`config.mk`:
```
export PLATFORM = sky130hd
export DESIGN_NAME = slave_wait_responder_flat
export DESIGN_NICKNAME = d
export VERILOG_FILES = /design/src/rtl/slave_wait_responder_if.sv /design/src/rtl/slave_wait_responder.sv /design/src/flat_wrapper.sv
export SDC_FILE = /design/constraint.sdc
export NUM_CORES = 1
export LEC_CHECK = 0
export CAP_MARGIN = 20
export CORE_ASPECT_RATIO = 1.5
export CORE_UTILIZATION = 25
export DETAILED_ROUTE_END_ITERATION = 6
export SLEW_MARGIN = 20
export SYNTH_ARGS = -nofsm -noshare
export SYNTH_HDL_FRONTEND = slang
export SYNTH_SLANG_ARGS = --single-unit
```
`constraint.sdc`:
```
create_clock -name clk -period 6.5 [get_ports clk]
set_clock_uncertainty 0.15 [all_clocks]
set_input_delay 0.975 -clock clk [delete_from_list [all_inputs] [get_ports clk]]
set_output_delay 0.975 -clock clk [all_outputs]
set_load 0.005 [all_outputs]
```
`src/rtl/slave_wait_responder_if.sv`:
```
// Slave-side crossbar bus: a request/command from the master, and ack, read data and error from the slave.
interface slave_wait_responder_if;
  logic        req;
  logic        cmd;
  logic [30:0] addr;
  logic [31:0] wdata;
  logic        ack;
  logic [31:0] rdata;
  logic        err;

  modport master (
    output req, cmd, addr, wdata,
    input  ack, rdata, err
  );

  modport slave (
    input  req, cmd, addr, wdata,
    output ack, rdata, err
  );
endinterface

```
`src/rtl/slave_wait_responder.sv`:
```
// Purpose: memory-backed crossbar slave that inserts WAIT_CYCLES wait states and flags out-of-range accesses.
// Latency: ack after WAIT_CYCLES+1 cycles of req; rdata and err are registered and appear the cycle after ack.
// Backpressure: req is held until ack; dropping req early abandons the request with no state change.
module slave_wait_responder #(
  parameter int          AW          = 4,
  parameter int          WAIT_CYCLES = 0,
  parameter logic [31:0] ERR_DATA    = 32'hDEADBEEF
) (
  input  logic                 clk,
  input  logic                 rst,
  slave_wait_responder_if.slave bus
);
  localparam int DEPTH = 1 << AW;
  localparam int WW    = (WAIT_CYCLES < 1) ? 1 : $clog2(WAIT_CYCLES + 1);
  localparam logic [WW-1:0] WAIT_MAX = WW'(WAIT_CYCLES);

  logic [31:0]   mem [0:DEPTH-1];
  logic [WW-1:0] wcnt;
  logic          accept;
  logic          in_range;
  logic [AW-1:0] index;

  assign index    = bus.addr[AW-1:0];
  assign in_range = (bus.addr >> AW) == 31'd0;
  assign accept   = bus.req & ~rst & (wcnt == WAIT_MAX);
  assign bus.ack  = accept;

  // Counter restarts after each acceptance so a held req waits again.
  always_ff @(posedge clk) begin
    if (rst) begin
      wcnt <= '0;
    end else if (!bus.req || accept) begin
      wcnt <= '0;
    end else if (wcnt < WAIT_MAX) begin
      wcnt <= wcnt + 1'b1;
    end
  end

  // Storage is deliberately left unreset.
  always_ff @(posedge clk) begin
    if (accept && bus.cmd && in_range) begin
      mem[index] <= bus.wdata;
    end
  end

  always_ff @(posedge clk) begin
    if (rst) begin
      bus.rdata <= '0;
    end else if (accept && !bus.cmd) begin
      bus.rdata <= in_range ? mem[index] : ERR_DATA;
    end
  end

  always_ff @(posedge clk) begin
    if (rst) begin
      bus.err <= 1'b0;
    end else begin
      bus.err <= accept & ~in_range;
    end
  end
endmodule
```
`src/flat_wrapper.sv`:
```
// flat-port wrapper written by rule: the top's interface ports become plain ports
module slave_wait_responder_flat 
#(
  parameter int          AW          = 4,
  parameter int          WAIT_CYCLES = 0,
  parameter logic [31:0] ERR_DATA    = 32'hDEADBEEF
)
  (clk, rst, bus_req, bus_cmd, bus_addr, bus_wdata, bus_ack, bus_rdata, bus_err);
  slave_wait_responder_if bus_i ();
  input  logic clk;
  input  logic rst;
  input wire logic [$bits(bus_i.req)-1:0] bus_req;
  input wire logic [$bits(bus_i.cmd)-1:0] bus_cmd;
  input wire logic [$bits(bus_i.addr)-1:0] bus_addr;
  input wire logic [$bits(bus_i.wdata)-1:0] bus_wdata;
  output wire logic [$bits(bus_i.ack)-1:0] bus_ack;
  output wire logic [$bits(bus_i.rdata)-1:0] bus_rdata;
  output wire logic [$bits(bus_i.err)-1:0] bus_err;
  assign bus_i.req = bus_req;
  assign bus_i.cmd = bus_cmd;
  assign bus_i.addr = bus_addr;
  assign bus_i.wdata = bus_wdata;
  assign bus_ack = bus_i.ack;
  assign bus_rdata = bus_i.rdata;
  assign bus_err = bus_i.err;
  slave_wait_responder #(.AW(AW), .WAIT_CYCLES(WAIT_CYCLES), .ERR_DATA(ERR_DATA)) u_core (.clk(clk), .rst(rst), .bus(bus_i));
endmodule
```
==> results of run 1 <==
==> critical path, stage by stage <==
cell,delay [ns]
clkdlybuf4s50_1,0.47
nor4_4,0.34
nand4_4,0.13
buf_4,0.28
or4_1,0.90
nor4_4,0.68
buf_4,0.52
==> worst max-delay path by stage <==
| stage | slack (ns) | end | startpoint |
|---|---|---|---|
| 6_report | 2.20 | u_core.mem[2][18] | bus_addr[12] |
| 5_1_grt | 2.04 | u_core.mem[2][16] | bus_addr[27] |
| 4_1_cts | 2.16 | u_core.mem[2][19] | bus_addr[12] |
| 3_5_place_dp | 1.57 | u_core.mem[2][27] | bus_addr[12] |
| 3_3_place_gp | 1.67 | u_core.mem[2][23] | bus_addr[12] |
| 2_1_floorplan | 1.48 | u_core.mem[13][0] | bus_addr[2] |
==> sequential cells by signal, summed over array words and instances, names as in the netlist <==
name / count
u_core.mem: 512
u_core.bus.rdata: 32
u_core.bus.err: 1
==> power by group through the flow <==
stage | clock network, µW | registers (µW) | logic [µW]
3_3_place_gp | 0 | 3930 | 344
5_1_grt | 3130 | 3850 | 370
2_1_floorplan | 0 | 3930 | 177
6_report | 2940 | 3860 | 343
4_1_cts | 3000 | 3860 | 350
3_5_place_dp | 0 | 3930 | 350
==> cell families (layout without fill, tap and decap cells) <==
group / after synthesis / count (layout)
AOI/OAI and AO/OA: 90 / 90
buffers and inverters: 62 / 213
muxes: 200 / 200
and+or+nand+nor: 100 / 100
DFF: 545 / 545
==> synthesized netlist by cell type (2+ instances only) <==
cell	count	share of area [%]
a211oi_1	24	0.86
a21oi_1	33	0.79
a22oi_1	8	0.29
and3_1	4	0.12
and3b_1	2	0.084
and4_1	2	0.084
buf_1	2	0.036
buf_2	21	0.50
buf_4	14	0.50
clkbuf_1	21	0.38
dfxtp_1	33	3.2
edfxtp_1	512	73
inv_1	4	0.072
mux2_2	24	1.3
mux2i_1	72	3.4
mux4_2	104	11
nand2_1	13	0.23
nand2b_1	10	0.30
nor2_1	11	0.20
nor2b_1	4	0.12
nor3_1	9	0.22
nor3_2	4	0.19
nor4_1	25	0.75
nor4_2	4	0.24
nor4_4	4	0.41
o21ai_0	8	0.19
o22ai_1	8	0.24
o31ai_1	8	0.29
==> stage by stage <==
stage,std cells,total power [µW],utilization (%),cell area (µm²),hold WS (ns)
global placement,2173,4280,28.2,23300,0.301
global route,2261,7350,30.2,25000,0.352
floorplan,997,4110,-,20900,0.299
detailed placement,2174,4280,28.2,23300,0.296
finish,2261,7130,30.2,25000,0.331
CTS,2261,7210,30.2,25000,0.329
==> cell type report <==
class	instances	area, µm²	share of cell area (%)
clock inverters	28	318	1.27
multi-input cells	390	4700	18.8
repair buffers	122	1210	4.84
flip-flops and latches	545	16000	64.2
clock buffers	59	1300	5.22
inverters	4	15.0	0.0601
well taps	1113	1390	5.58
==> metal layers <==
layer  GRT usage (%)  vias up
li1                -     4391
met1            13.5     5327
met2            21.1      298
met3            2.38      102
met4            4.78       14
met5               0        -
==> results_dict.tcl, run 1 <==
set metrics [dict create \
    drtIter0Drc 674 \
    finalCriticalPeriod_ns 4.30 \
    route.met2.wl_um 26200 \
    htreeDepth 2 \
    area_delta_synth_final_pct 19.2 \
    rsz0062_at_grt "false" \
    grt_overflow 0 \
    via_per_inst 4.48 \
    max_slew.worst_pin.slew_ns 1.09 \
    pwr-share-comb_pct 4.8 \
    start_util_pct 25.3 \
    ys_seq_area_share_pct 76.6 \
    synth_fp_nets 1064 \
    grt_pass1_wl_um 73600 \
    antennaDiodeCount 0 \
    drc 0 \
    synth_top_family_by_area "multiplexers" \
    routedWlPerCell_um 21.9 \
    place_ws_ns 1.57 \
    setup_viol 0 \
    dp_hpwl_um 29900 \
    synth-simple-area-share_pct 3.34 \
    die_h_um 356 \
    post_cts_buffers 0 \
    p_seq_share_pct 54.0 \
    ys_async_sr_fraction_pct 0 \
    place.port_buffers 100 \
    swShare_pct 20.0 \
    ant_nets 0 \
    status "completed" \
    wl_um 49600 \
    r2r-end "u_core.bus.rdata[0]" \
    cp.arrival_ns 4.35 \
    syn_area_um2 20900 \
    leakage_uw 0.00769 \
    hold_path_depth 2 \
    layout.nets 1177 \
    cts_buffer_depth 3 \
    min_path_type "reg -> reg" \
    crit_fanout 27 \
    synth-compound-area-share_pct 2.69 \
    ys_ff_latch 545 \
    die_area_um2 85000 \
    ys_warn_count 0 \
    die_w_um 238 \
    root_buffer "clkbuf_16" \
    muxShareOfSynthArea_pct 15.9 \
    via_count 10100 \
    p_switching_uw 1430 \
    netlist-cell-type-count 37 \
    finalHoldViolCount 0 \
    syn_inst 997 \
    cp.required_ns 6.55 \
    cts-hold-fix-buffers 0 \
    core_area_um2 82600 \
    dr.pass1.iters 4 \
    startpoint_type "primary input" \
    cap_violations 0 \
    clk_latency_ns 0.57 \
    crit_type "in -> reg" \
    fill_cells 8131 \
    worstHoldStart "u_core.bus.rdata[20]" \
    layout_setup_ws_ns 2.20 \
    synthFlopType "edfxtp_1" \
    avgSynthCellArea_um2 21.0 \
    routed.top_layer "met5" \
    cts_sinks 545 \
    worst-r2r-cell-count 4 \
    slew_headroom_pct 27.5 \
    power.internal_uw 5700 \
    max_clock_freq_ghz 0.233 \
    min_period_over_period_pct 66.1 \
    wl_met3_um 2600 \
    power_density_nw_per_um2 286 \
    met1_length_um 19100 \
    grt_pass1_vias 11200 \
    final_cell_mix "edfxtp_1 (512), mux4_2 (104), clkdlybuf4s50_1 (97)" \
    pin_count 101 \
    tritoncts "built" \
    maxSlewViolCount 0 \
    grt_max_degree 89 \
    clk_pin_slew_worst_paths_ns 0.06 \
    p_clk_share_pct 41.1 \
    synthXorXnorAreaFrac_pct 0 \
    grt_usage_pct 11.7 \
    layout_commonest_cell "edfxtp_1" \
    setup_tns_ns 0 \
    num_rows 129 \
    end_kind "flop" \
    gp_congestion 0.744 \
    hold_path_end "u_core.bus.rdata[20]" \
    synth-adder-area-share_pct 0 \
    vdd_drop_max_uv 176 \
    antenna_found_initial 7 \
    cts_inserted_buffers 47 \
    reg2reg_slack_ns 4.49 \
    synth_edf_count 512 \
    rr_startpoint "u_core.mem[11][0]" \
    cts_resized 0 \
    drive_gt1_share_pct 22.4 \
]
Note: power is estimated with default switching activity, not from simulation.
==> run 2: changes to the inputs <==
Clock period 6.5 ns to 4.3 ns, I/O delays scaled along.
==> run 2 against run 1 <==
Effect of this change: worst hold slack better by 0.0032 ns; first-iteration DRC count rose by 36%; sequential cell count is the same; core utilization grew 0.15 points; critical endpoint is now u_core.mem[0][26]; largest cell class unchanged.
==> results_dict.tcl, run 2 (synthesized netlist as in run 1, its figures left out) <==
set metrics [dict create \
    num_rows 129 \
    post_cts_buffers 0 \
    clk_latency_ns 0.58 \
    tritoncts "built" \
    power_density_nw_per_um2 420 \
    cts_sinks 545 \
    seq_area_um2 16000 \
    grt_usage_pct 11.4 \
    fill_cells 8112 \
    p_clk_share_pct 39.7 \
    routedWlPerCell_um 21.3 \
    min_path_type "reg -> reg" \
    die_h_um 356 \
    place.port_buffers 100 \
    antenna_found_initial 1 \
    final_cell_mix "edfxtp_1 (512), mux4_2 (104), clkdlybuf4s50_1 (97)" \
    clk_pin_slew_worst_paths_ns 0.06 \
    start_util_pct 25.3 \
    startpoint_type "primary input" \
    via_count 10100 \
    status "completed" \
    largest_register "u_core.mem" \
    htreeDepth 2 \
    setup_viol 0 \
    area_delta_synth_final_pct 19.8 \
    cts_buffer_depth 3 \
    reg.largest.list "u_core.mem (512), u_core.bus.rdata (32), u_core.bus.err (1)" \
    largest_reg_flops 512 \
    grt_max_degree 79 \
    cts_inserted_buffers 48 \
    swShare_pct 20.7 \
    placed_area_um2 23600 \
    layout.nets 1196 \
    wl_um 48600 \
    cp.arrival_ns 3.33 \
    rsz0062_at_grt "false" \
    cts_resized 0 \
    max_slew.worst_pin.slew_ns 1.10 \
    crit_fanout 24 \
    finalCriticalPeriod_ns 3.27 \
    vdd_drop_max_uv 263 \
    p_switching_uw 2180 \
    p_seq_share_pct 55.3 \
    drtIter0Drc 916 \
    gp_congestion 0.770 \
    dp_hpwl_um 30600 \
    layout_commonest_cell "edfxtp_1" \
    min_period_over_period_pct 76.1 \
    crit_type "in -> reg" \
    maxSlewViolCount 0 \
    setup_tns_ns 0 \
    power.internal_uw 8350 \
    leakage_uw 0.00775 \
    root_buffer "clkbuf_16" \
    instances_no_fill 2281 \
    die_w_um 238 \
    cap_violations 0 \
    grt_pass1_vias 10700 \
    cts-hold-fix-buffers 0 \
    pin_count 101 \
    drive_gt1_share_pct 23.0 \
    grt_overflow 0 \
    dr.pass1.iters 5 \
    core_area_um2 82600 \
    slew_headroom_pct 26.3 \
    die_area_um2 85000 \
    multiInputGateArea_um2 4690 \
    holdWs_ns 0.334 \
    cp.required_ns 4.35 \
    utilization_pct 30.4 \
    stdcell_area_um2 25100 \
    grt_pass1_wl_um 71400 \
    ant_nets 0 \
    finalHoldViolCount 0 \
    via_per_inst 4.42 \
    drc 0 \
    pwr-share-comb_pct 5.0 \
    dp.cells 2192 \
    end_kind "flop" \
    max_clock_freq_ghz 0.306 \
]
[run 2: changes by cell type in the layout (fill, tap and decap cells not counted), moves of 2 or more]
cell,change
buf_12,+10
buf_4,+9
clkinv_1,+6
clkbuf_8,-4
bufinv_16,-3
and3_2,+2
and3_4,-2
clkbuf_1,+2
clkinv_2,-2
[run 2: final cells by class]
cell class	count	share of cell area (%)
well taps	1113	5.55
multi-input cells	390	18.7
flip-flops and latches	545	63.9
inverters	4	0.0598
clock inverters	32	1.09
clock buffers	56	4.91
diodes	1	0.00997
repair buffers	140	5.77
[run 2: final timing paths]
| path | start | to | slack [ns] | depth (start not counted) |
|---|---|---|---|---|
| max reg2reg | u_core.mem[15][12] | u_core.bus.rdata[12] | 2.32 | 4 |
| min | u_core.bus.rdata[14] | u_core.bus.rdata[14] | 0.33 | 2 |
| min reg2reg | u_core.bus.rdata[14] | u_core.bus.rdata[14] | 0.33 | 2 |
| max | bus_addr[13] | u_core.mem[0][26] | 1.03 | 6 |
[run 2: metal layers]
| layer | wire, µm | vias up | GRT usage [%] |
|---|---|---|---|
| met5 | 12 | - | 0 |
| met4 | 1520 | 2 | 4.19 |
| met3 | 2130 | 82 | 1.52 |
| met2 | 26000 | 283 | 21.0 |
| met1 | 18900 | 5283 | 13.4 |
| li1 | - | 4434 | - |
[run 2: metrics by stage]
step / setup WS [ns] / power, µW
3_3_place_gp: 0.468 / 6470
2_1_floorplan: 0.0621 / 6210
4_1_cts: 1.01 / 10600
6_report: 1.03 / 10500
5_1_grt: 0.895 / 10800
3_5_place_dp: 0.403 / 6480
[run 2: worst max-delay path: stages]
cell	delay [ns]
clkdlybuf4s50_1	0.44
nor4_4	0.35
nand4_4	0.17
or4_1	0.88
nor4_4	0.31
buf_4	0.49
[run 2: power groups by stage]
stage	Combinational, µW	Clock [µW]	Sequential [µW]
after global placement	526	0	5940
after CTS	533	4280	5830
final	522	4190	5830
after global routing	561	4460	5830
after detailed placement	532	0	5940
after floorplan	267	0	5940
==> run 3: changes to the inputs <==
Clock period 4.3 ns to 2.95 ns, I/O delays scaled along.
==> run 3 against run 2 <==
Effect of this change: critical path depth rose by 2; clock-buffer cell count rose by 5; power rose by 48%; global-route usage rose by 0.49 points; final cell count rose by 2.5%; first-iteration DRC count fell by 20%; combinational power rose by 57%; sequential power rose by 46%; clock power rose by 50%; wire length rose by 4.2%; largest cell class unchanged.
==> results_dict.tcl, run 3 (synthesized netlist as in run 1, its figures left out) <==
set metrics [dict create \
    status "completed" \
    reg.largest.list "u_core.mem (512), u_core.bus.rdata (32), u_core.bus.err (1)" \
    pin_count 101 \
    layout.nets 1253 \
    core_area_um2 82600 \
    path_buf_inv 4 \
    gp_congestion 0.772 \
    layout_commonest_cell "edfxtp_1" \
    drive_gt1_share_pct 26.6 \
    vdd_drop_max_uv 449 \
    cts-hold-fix-buffers 0 \
    die_h_um 356 \
    crit_type "in -> reg" \
    grt_overflow 0 \
    swShare_pct 20.8 \
    largest_reg_flops 512 \
    pwr-share-comb_pct 5.3 \
    grt_max_degree 46 \
    routed.top_layer "met5" \
    multiInputGateArea_um2 4720 \
    cts_buffer_depth 3 \
    antenna_found_initial 2 \
    cts_resized 0 \
    min_period_over_period_pct 88.1 \
    finalCriticalPeriod_ns 2.60 \
    cap_violations 0 \
    clk_pin_slew_worst_paths_ns 0.06 \
    min_path_type "reg -> reg" \
    clk_latency_ns 0.60 \
    route.met2.wl_um 27100 \
    via_count 10300 \
    cp.required_ns 3.08 \
    grt_pass1_vias 11200 \
    met1_length_um 20000 \
    setup_tns_ns 0 \
    finalHoldViolCount 0 \
    antennaDiodeCount 0 \
    htreeDepth 2 \
    drc 0 \
    power.internal_uw 12400 \
    maxSlewViolCount 0 \
    dp_hpwl_um 33700 \
    largest_register "u_core.mem" \
    cts_sinks 545 \
    die_w_um 238 \
    drtIter0Drc 733 \
    post_cts_buffers 0 \
    power_density_nw_per_um2 605 \
    crit_slowest_cell "clkdlybuf4s50_1" \
    wl_met3_um 1810 \
    grt_usage_pct 11.9 \
    crit_path_cell_trace "clkdlybuf4s50_1 > nor4_4 > nand3_2 > buf_4 > nor4_2 > buf_4 > nor3b_4 > buf_4" \
    root_buffer "clkbuf_16" \
    dr.pass1.iters 6 \
    dp.cells 2249 \
    fill_cells 8013 \
    startpoint_type "primary input" \
    via_per_inst 4.41 \
    ant_nets 0 \
    cp.arrival_ns 2.73 \
    seq_area_um2 16000 \
    rsz0062_at_grt "false" \
    max_slew.worst_pin.slew_ns 0.790 \
    grt_pass1_wl_um 74200 \
    crit_fanout 26 \
    slew_headroom_pct 47.2 \
    max_clock_freq_ghz 0.385 \
    leakage_uw 0.00811 \
    p_seq_share_pct 54.4 \
    crit_family "buffers and inverters" \
    cts_inserted_buffers 48 \
    p_clk_share_pct 40.3 \
    setup_viol 0 \
    place.port_buffers 100 \
    p_switching_uw 3250 \
    tritoncts "built" \
    final_cell_mix "edfxtp_1 (512), mux4_2 (104), clkdlybuf4s50_1 (97)" \
    wl_um 50600 \
    start_util_pct 25.3 \
    num_rows 129 \
    instances_no_fill 2338 \
    crit_top_cell "buf_4" \
    area_delta_synth_final_pct 23.3 \
    end_kind "flop" \
    die_area_um2 85000 \
    crit_path_max_incr_delay_ns 0.44 \
    routedWlPerCell_um 21.6 \
]
## run 3: cell types whose count changed in the layout (fill, tap and decap cells not counted), sizes merged
| cell | before | now |
|---|---|---|
| buf | 43 | 100 |
| clkinv | 24 | 17 |
| clkbuf | 56 | 61 |
| inv | 5 | 7 |
| bufinv | 4 | 5 |
| diode | 1 | 0 |
## run 3: final cells by class
| cell class | instances | share of cell area [%] |
|---|---|---|
| Clock buffer | 61 | 4.88 |
| Clock inverter | 28 | 1.25 |
| Inverter | 4 | 0.0582 |
| Multi-Input combinational cell | 390 | 18.3 |
| Sequential cell | 545 | 62.1 |
| Tap cell | 1113 | 5.40 |
| Timing Repair Buffer | 197 | 8.00 |
## run 3: worst min-delay path, delay by kind of cell, from the launching register on
kind / cells / cell delay [ns]
flip-flops: 1 / 0.31
AO/OA/AOI/OAI: 1 / 0.06
AND/OR/NAND/NOR: 1 / 0.05
## run 3: metal layers
layer / up-vias / track usage (%)
li1: 4541 / -
met1: 5411 / 13.8
met2: 263 / 22.0
met3: 88 / 1.52
met4: 4 / 4.83
met5: - / 0
## run 3: final timing paths
kind / from / end / slack, ns / cells past startpoint
setup reg to reg: u_core.mem[13][9] / u_core.bus.rdata[9] / 0.93 / 5
setup / recovery: bus_addr[29] / u_core.mem[13][27] / 0.35 / 8
hold / removal: u_core.bus.rdata[22] / u_core.bus.rdata[22] / 0.32 / 2
hold reg to reg: u_core.bus.rdata[22] / u_core.bus.rdata[22] / 0.32 / 2
## run 3: stage by stage
step	instance area [µm²]	hold slack (ns)	worst slack (ns)	utilization [%]	power (µW)
3_3_place_gp	24200	0.317	-0.227	29.3	9490
6_report	25800	0.321	0.351	31.2	15600
5_1_grt	25800	0.354	0.236	31.2	16000
4_1_cts	25800	0.324	0.350	31.2	15800
2_1_floorplan	21000	0.299	-0.374	-	9050
3_5_place_dp	24200	0.301	-0.276	29.3	9500
## run 3: power groups by stage
stage	sequential, µW	combinational [µW]	clock, µW
after detailed placement	8670	834	0
after global placement	8670	825	0
after floorplan	8660	396	0
after global routing	8490	875	6680
after CTS	8500	836	6430
final	8490	821	6300
==> RTL change 1, RTL diff (settings of run 3) <==
`AW` is set to 4 in 2 places; all go to 5.
--- a/src/rtl/slave_wait_responder.sv
+++ b/src/rtl/slave_wait_responder.sv
@@ -3,5 +3,5 @@
 // Backpressure: req is held until ack; dropping req early abandons the request with no state change.
 module slave_wait_responder #(
-  parameter int          AW          = 4,
+  parameter int          AW          = 5,
   parameter int          WAIT_CYCLES = 0,
   parameter logic [31:0] ERR_DATA    = 32'hDEADBEEF
--- a/src/flat_wrapper.sv
+++ b/src/flat_wrapper.sv
@@ -2,5 +2,5 @@
 module slave_wait_responder_flat 
 #(
-  parameter int          AW          = 4,
+  parameter int          AW          = 5,
   parameter int          WAIT_CYCLES = 0,
   parameter logic [31:0] ERR_DATA    = 32'hDEADBEEF
Check against the original RTL: not equivalent (a bounded check fails within 4 cycles, from zero or initial values and one cycle with rst high).
==> RTL change 1 against run 3 <==
- core utilization decreased by 0.079 points
- worst setup slack improved by 0.18 ns
- power increased by 95%
- sequential cell count increased by 512
- wire length increased by 140%
- combinational power increased by 95%
- cell area increased by 94%
- synthesized area increased by 93%
- critical endpoint is now bus_rdata[11]
- largest cell class unchanged
- largest power group unchanged
==> RTL change 1: results (changes against run 3) <==
| Metric | Value |
|---|---|
| Switching power | 6422 µW (+97%) |
| Detailed router's first-iteration violation count | 2015 (+170%) |
| Via count | 21.88k (+110%) |
| Worst Hold Depth | 4 (+2) |
| Placed Cells | 4476 (+99%) |
| Num CTS Buffers | 92 (+92%) |
| Post-Syn Nets | 2180 (+100%) |
| Signal buffers | 397 (+100%) |
| Hold Path Origin | bus_req |
| # fillers | 15.39k (+92%) |
| Final net count | 2544 (+100%) |
| Seq_cells | 1057 (+94%) |
| DRT Pass-1 Iters | 5 (-1) |
| Post-synthesis cell type count | 56 (+51%) |
| Multi-input logic cell count | 927 (+140%) |
| Mux cell area share after synthesis | 13.00% (-2.9 points) |
| Non-clock buffer share of cell area | 8.868% (+0.87 points) |
| Largest net degree at the start of global routing | 37 (-20%) |
| Commonest cells post-synth | edfxtp_1, mux2i_1, o22ai_1 |
| Clock buf/inv share | 6.100% (-0.032 points) |
| Routed WL per cell | 26.17 µm (+21%) |
| DR WL met2 | 63.96 mm (+140%) |
| Seq pwr | 16500 µW (+94%) |
| Number of flops mapped to enable cells by yosys | 1024 (+100%) |
| Status | completed |
| Slew HR | 30.78% (-16 points) |
| Post-synthesis sequential area ratio | 77.53% (+0.96 points) |
| Sequential cell area share | 62.78% (+0.66 points) |
| Via density | 4.712 (+6.9%) |
| Reg2reg end | u_core.bus.rdata[31] |
| Worst r2r src | u_core.mem[8][31] |
| First-pass GRT wire length | 167.8 mm (+130%) |
| Clk_lat worst skew | 0.70 ns (+0.10 ns) |
| Ratio of cells with drive above 1 in the final layout | 21.26% (-5.3 points) |
| Regs by FF count | u_core.mem x1024, u_core.bus.rdata x32, u_core.bus.err x1 |
| Placer Congestion | 0.8571 (+11%) |
| Post-DP HPWL | 80.78 mm (+140%) |
| Critical path peak fanout | 2 (-92%) |
| CLK BUF | 117 (+92%) |
| M1 WL | 46.27 mm (+130%) |
| Placed Area | 46970 µm² (+94%) |
| Hold crit path type | primary input to flip-flop |
| Pre-CTS setup slack | -0.06872 ns (+0.2075 ns) |
| VDD IR max | 427.6 µV (-4.9%) |
| Multi-input logic area | 8499 µm² (+80%) |
| Hold EP | u_core.bus.err |
| Initial antenna violation count | 6 (+4) |
| Pleak | 0.01677 µW (+110%) |
| GRT met2 Usage | 26.65% (+4.6 points) |
| Post-Synthesis Cells | 2113 (+110%) |
| Non-CTS inverters | 2 (-2) |
| WL met3 | 6.904 mm (+280%) |
| Worst R2R Path Depth | 4 (-1) |
| Overall Global Routing Usage | 14.63% (+2.7 points) |
| Met1 Use GR | 17.05% (+3.3 points) |
| P_clk | 12400 µW (+97%) |
| Compound-Gate Fraction of Synth Area | 4.867% (+2.2 points) |
| Met3 usage | 2.184% (+0.66 points) |
## RTL change 1: cell count changes after synthesis, sizes merged, moves of 13 or more
cell    before   now
edfxtp     512  1024
mux2i       72   412
o22ai        8   188
buf         37   100
mux4       104    50
nor2        11    43
mux2        24     0
a211oi      24     4
a31oi        0    18
a221oi       0    13
## RTL change 1: how the worst max path moves through the flow
stage | start | to | cells past startpoint
after floorplan | bus_addr[14] | u_core.mem[28][0] | 6
after global placement | bus_addr[2] | u_core.bus.rdata[29] | 10
after detailed placement | bus_addr[2] | u_core.bus.rdata[29] | 10
after CTS | u_core.bus.rdata[11] | bus_rdata[11] | 1
after global routing | u_core.bus.rdata[11] | bus_rdata[11] | 1
final | u_core.bus.rdata[11] | bus_rdata[11] | 1
## RTL change 1: cells by family after synthesis
logic type             after synthesis
AND/OR/NAND/NOR                    164
multiplexers                       462
flip-flops                        1057
buffers and inverters              129
AO/OA/AOI/OAI                      301
==> RTL change 2, RTL diff (flow settings as in run 3) <==
Without the edit above. Make the reset (`rst`) asynchronous in 3 clocked blocks.
--- a/src/rtl/slave_wait_responder.sv
+++ b/src/rtl/slave_wait_responder.sv
@@ -27,5 +27,5 @@
 
   // Counter restarts after each acceptance so a held req waits again.
-  always_ff @(posedge clk) begin
+  always_ff @(posedge clk or posedge rst) begin
     if (rst) begin
       wcnt <= '0;
@@ -44,5 +44,5 @@
   end
 
-  always_ff @(posedge clk) begin
+  always_ff @(posedge clk or posedge rst) begin
     if (rst) begin
       bus.rdata <= '0;
@@ -52,5 +52,5 @@
   end
 
-  always_ff @(posedge clk) begin
+  always_ff @(posedge clk or posedge rst) begin
     if (rst) begin
       bus.err <= 1'b0;
Formal check against the unedited RTL: differs if rst is asserted again (counterexample within 4 cycles, from zero or initial values and one cycle with rst high); with rst held inactive, the same outputs for 4 cycles.
==> RTL change 2 against run 3 <==
- cell area down 2.0%
- fmax up 3.6%
- synthesized area down 2.0%
- worst setup slack better by 0.090 ns
- worst hold slack got worse by 0.073 ns
- critical path depth decreased by 1
- largest power group unchanged
- sequential cell count unchanged
- power decreased by 2.3%
- sequential share of layout area grew 1.9 points
- wire length grew 1.9%
- synthesized cell count shrank 9.6%
==> RTL change 2: results (changes against run 3) <==
| Metric | Value |
|---|---|
| Detailed router's first-iteration violation count | 716 (-2.3%) |
| Met3 usage | 1.813% (+0.29 points) |
| Worst r2r src | u_core.mem[8][29] |
| Post-DP HPWL | 34.51 mm (+2.3%) |
| Post-Route WL | 51.55 mm (+1.9%) |
| Reg2reg setup slack | 1.13 ns (+0.20 ns) |
| Post-Synthesis Cells | 901 (-9.6%) |
| Overall Global Routing Usage | 12.36% (+0.45 points) |
| WL met3 | 2.109 mm (+16%) |
| Post-synthesis sequential area ratio | 78.93% (+2.4 points) |
| Slew HR | 40.72% (-6.4 points) |
| Non-filler cells, final | 2157 (-7.7%) |
| CP startpoint | bus_addr[14] |
| Post-synth ARST share | 6.055% (+6.1 points) |
| Critical path peak fanout | 17 (-35%) |
| Clk_lat worst skew | 0.56 ns (-0.04 ns) |
| Num CTS Buffers | 45 (-6.3%) |
| Hold Slack | 0.2474 ns (-0.07327 ns) |
| Slowest-stage cell, CP | nor4_4 |
| VDD IR max | 429.6 µV (-4.4%) |
| GRT met2 Usage | 23.18% (+1.1 points) |
| Mux cell area share after synthesis | 14.04% (-1.9 points) |
| Status | completed |
| Via density | 4.563 (+3.5%) |
| Switching power | 3144 µW (-3.3%) |
| Placed Cells | 2074 (-7.8%) |
| Final net count | 1148 (-8.4%) |
| Ratio of cells with drive above 1 in the final layout | 28.83% (+2.2 points) |
| Largest net degree at the start of global routing | 47 (+2.2%) |
| FF+latch area | 16200 µm² (+1.0%) |
| Tcrit/Tclk final | 85.06% (-3.0 points) |
| Worst setup path endpoint | u_core.mem[5][16] |
| Vias in the first global route | 10.74k (-4.2%) |
| DR WL met2 | 28.17 mm (+3.9%) |
| Top Family by Delay on Critical Path | simple AND/OR/NAND/NOR gates |
| Post-synthesis cell type count | 25 (-32%) |
| Commonest cells post-synth | edfxtp_1, mux4_2, a22oi_1 |
| Synth top area cells | edfxtp_1, mux4_2, dfrtp_1, a22oi_1, a31oi_1 |
| # fillers | 7562 (-5.6%) |
| Compound-Gate Fraction of Synth Area | 3.414% (+0.73 points) |
| Placed Area | 23820 µm² (-1.7%) |
| Reg power frac | 55.4% (+1.0 points) |
| Critical path arrival | 2.63 ns (-0.10 ns) |
| DRT Pass-1 Iters | 5 (-1) |
| Met1 Use GR | 14.42% (+0.64 points) |
| M1 WL | 20.12 mm (+0.64%) |
| Pre-CTS setup slack | -0.1061 ns (+0.1701 ns) |
==> RTL change 2: cell count changes in the layout (fill, tap and decap cells not counted), moves of 11 or more <==
cell | before | now
mux2i_1 | 72 | 0
a22oi_1 | 8 | 64
a21oi_1 | 33 | 0
dfrtp_1 | 0 | 33
dfxtp_1 | 33 | 0
a211oi_1 | 24 | 0
a31oi_1 | 0 | 24
mux2_2 | 24 | 0
mux4_2 | 104 | 128
nor4_1 | 24 | 0
nor2_1 | 9 | 24
nor4_4 | 8 | 19
==> RTL change 2: final cells by class <==
type | instances | area share (%)
well taps | 1040 | 5.143
multi-input cells | 300 | 17.05
inverters | 1 | 0.01484
clock inverters | 25 | 0.9643
flip-flops and latches | 545 | 64.03
repair buffers | 188 | 7.908
clock buffers | 58 | 4.886
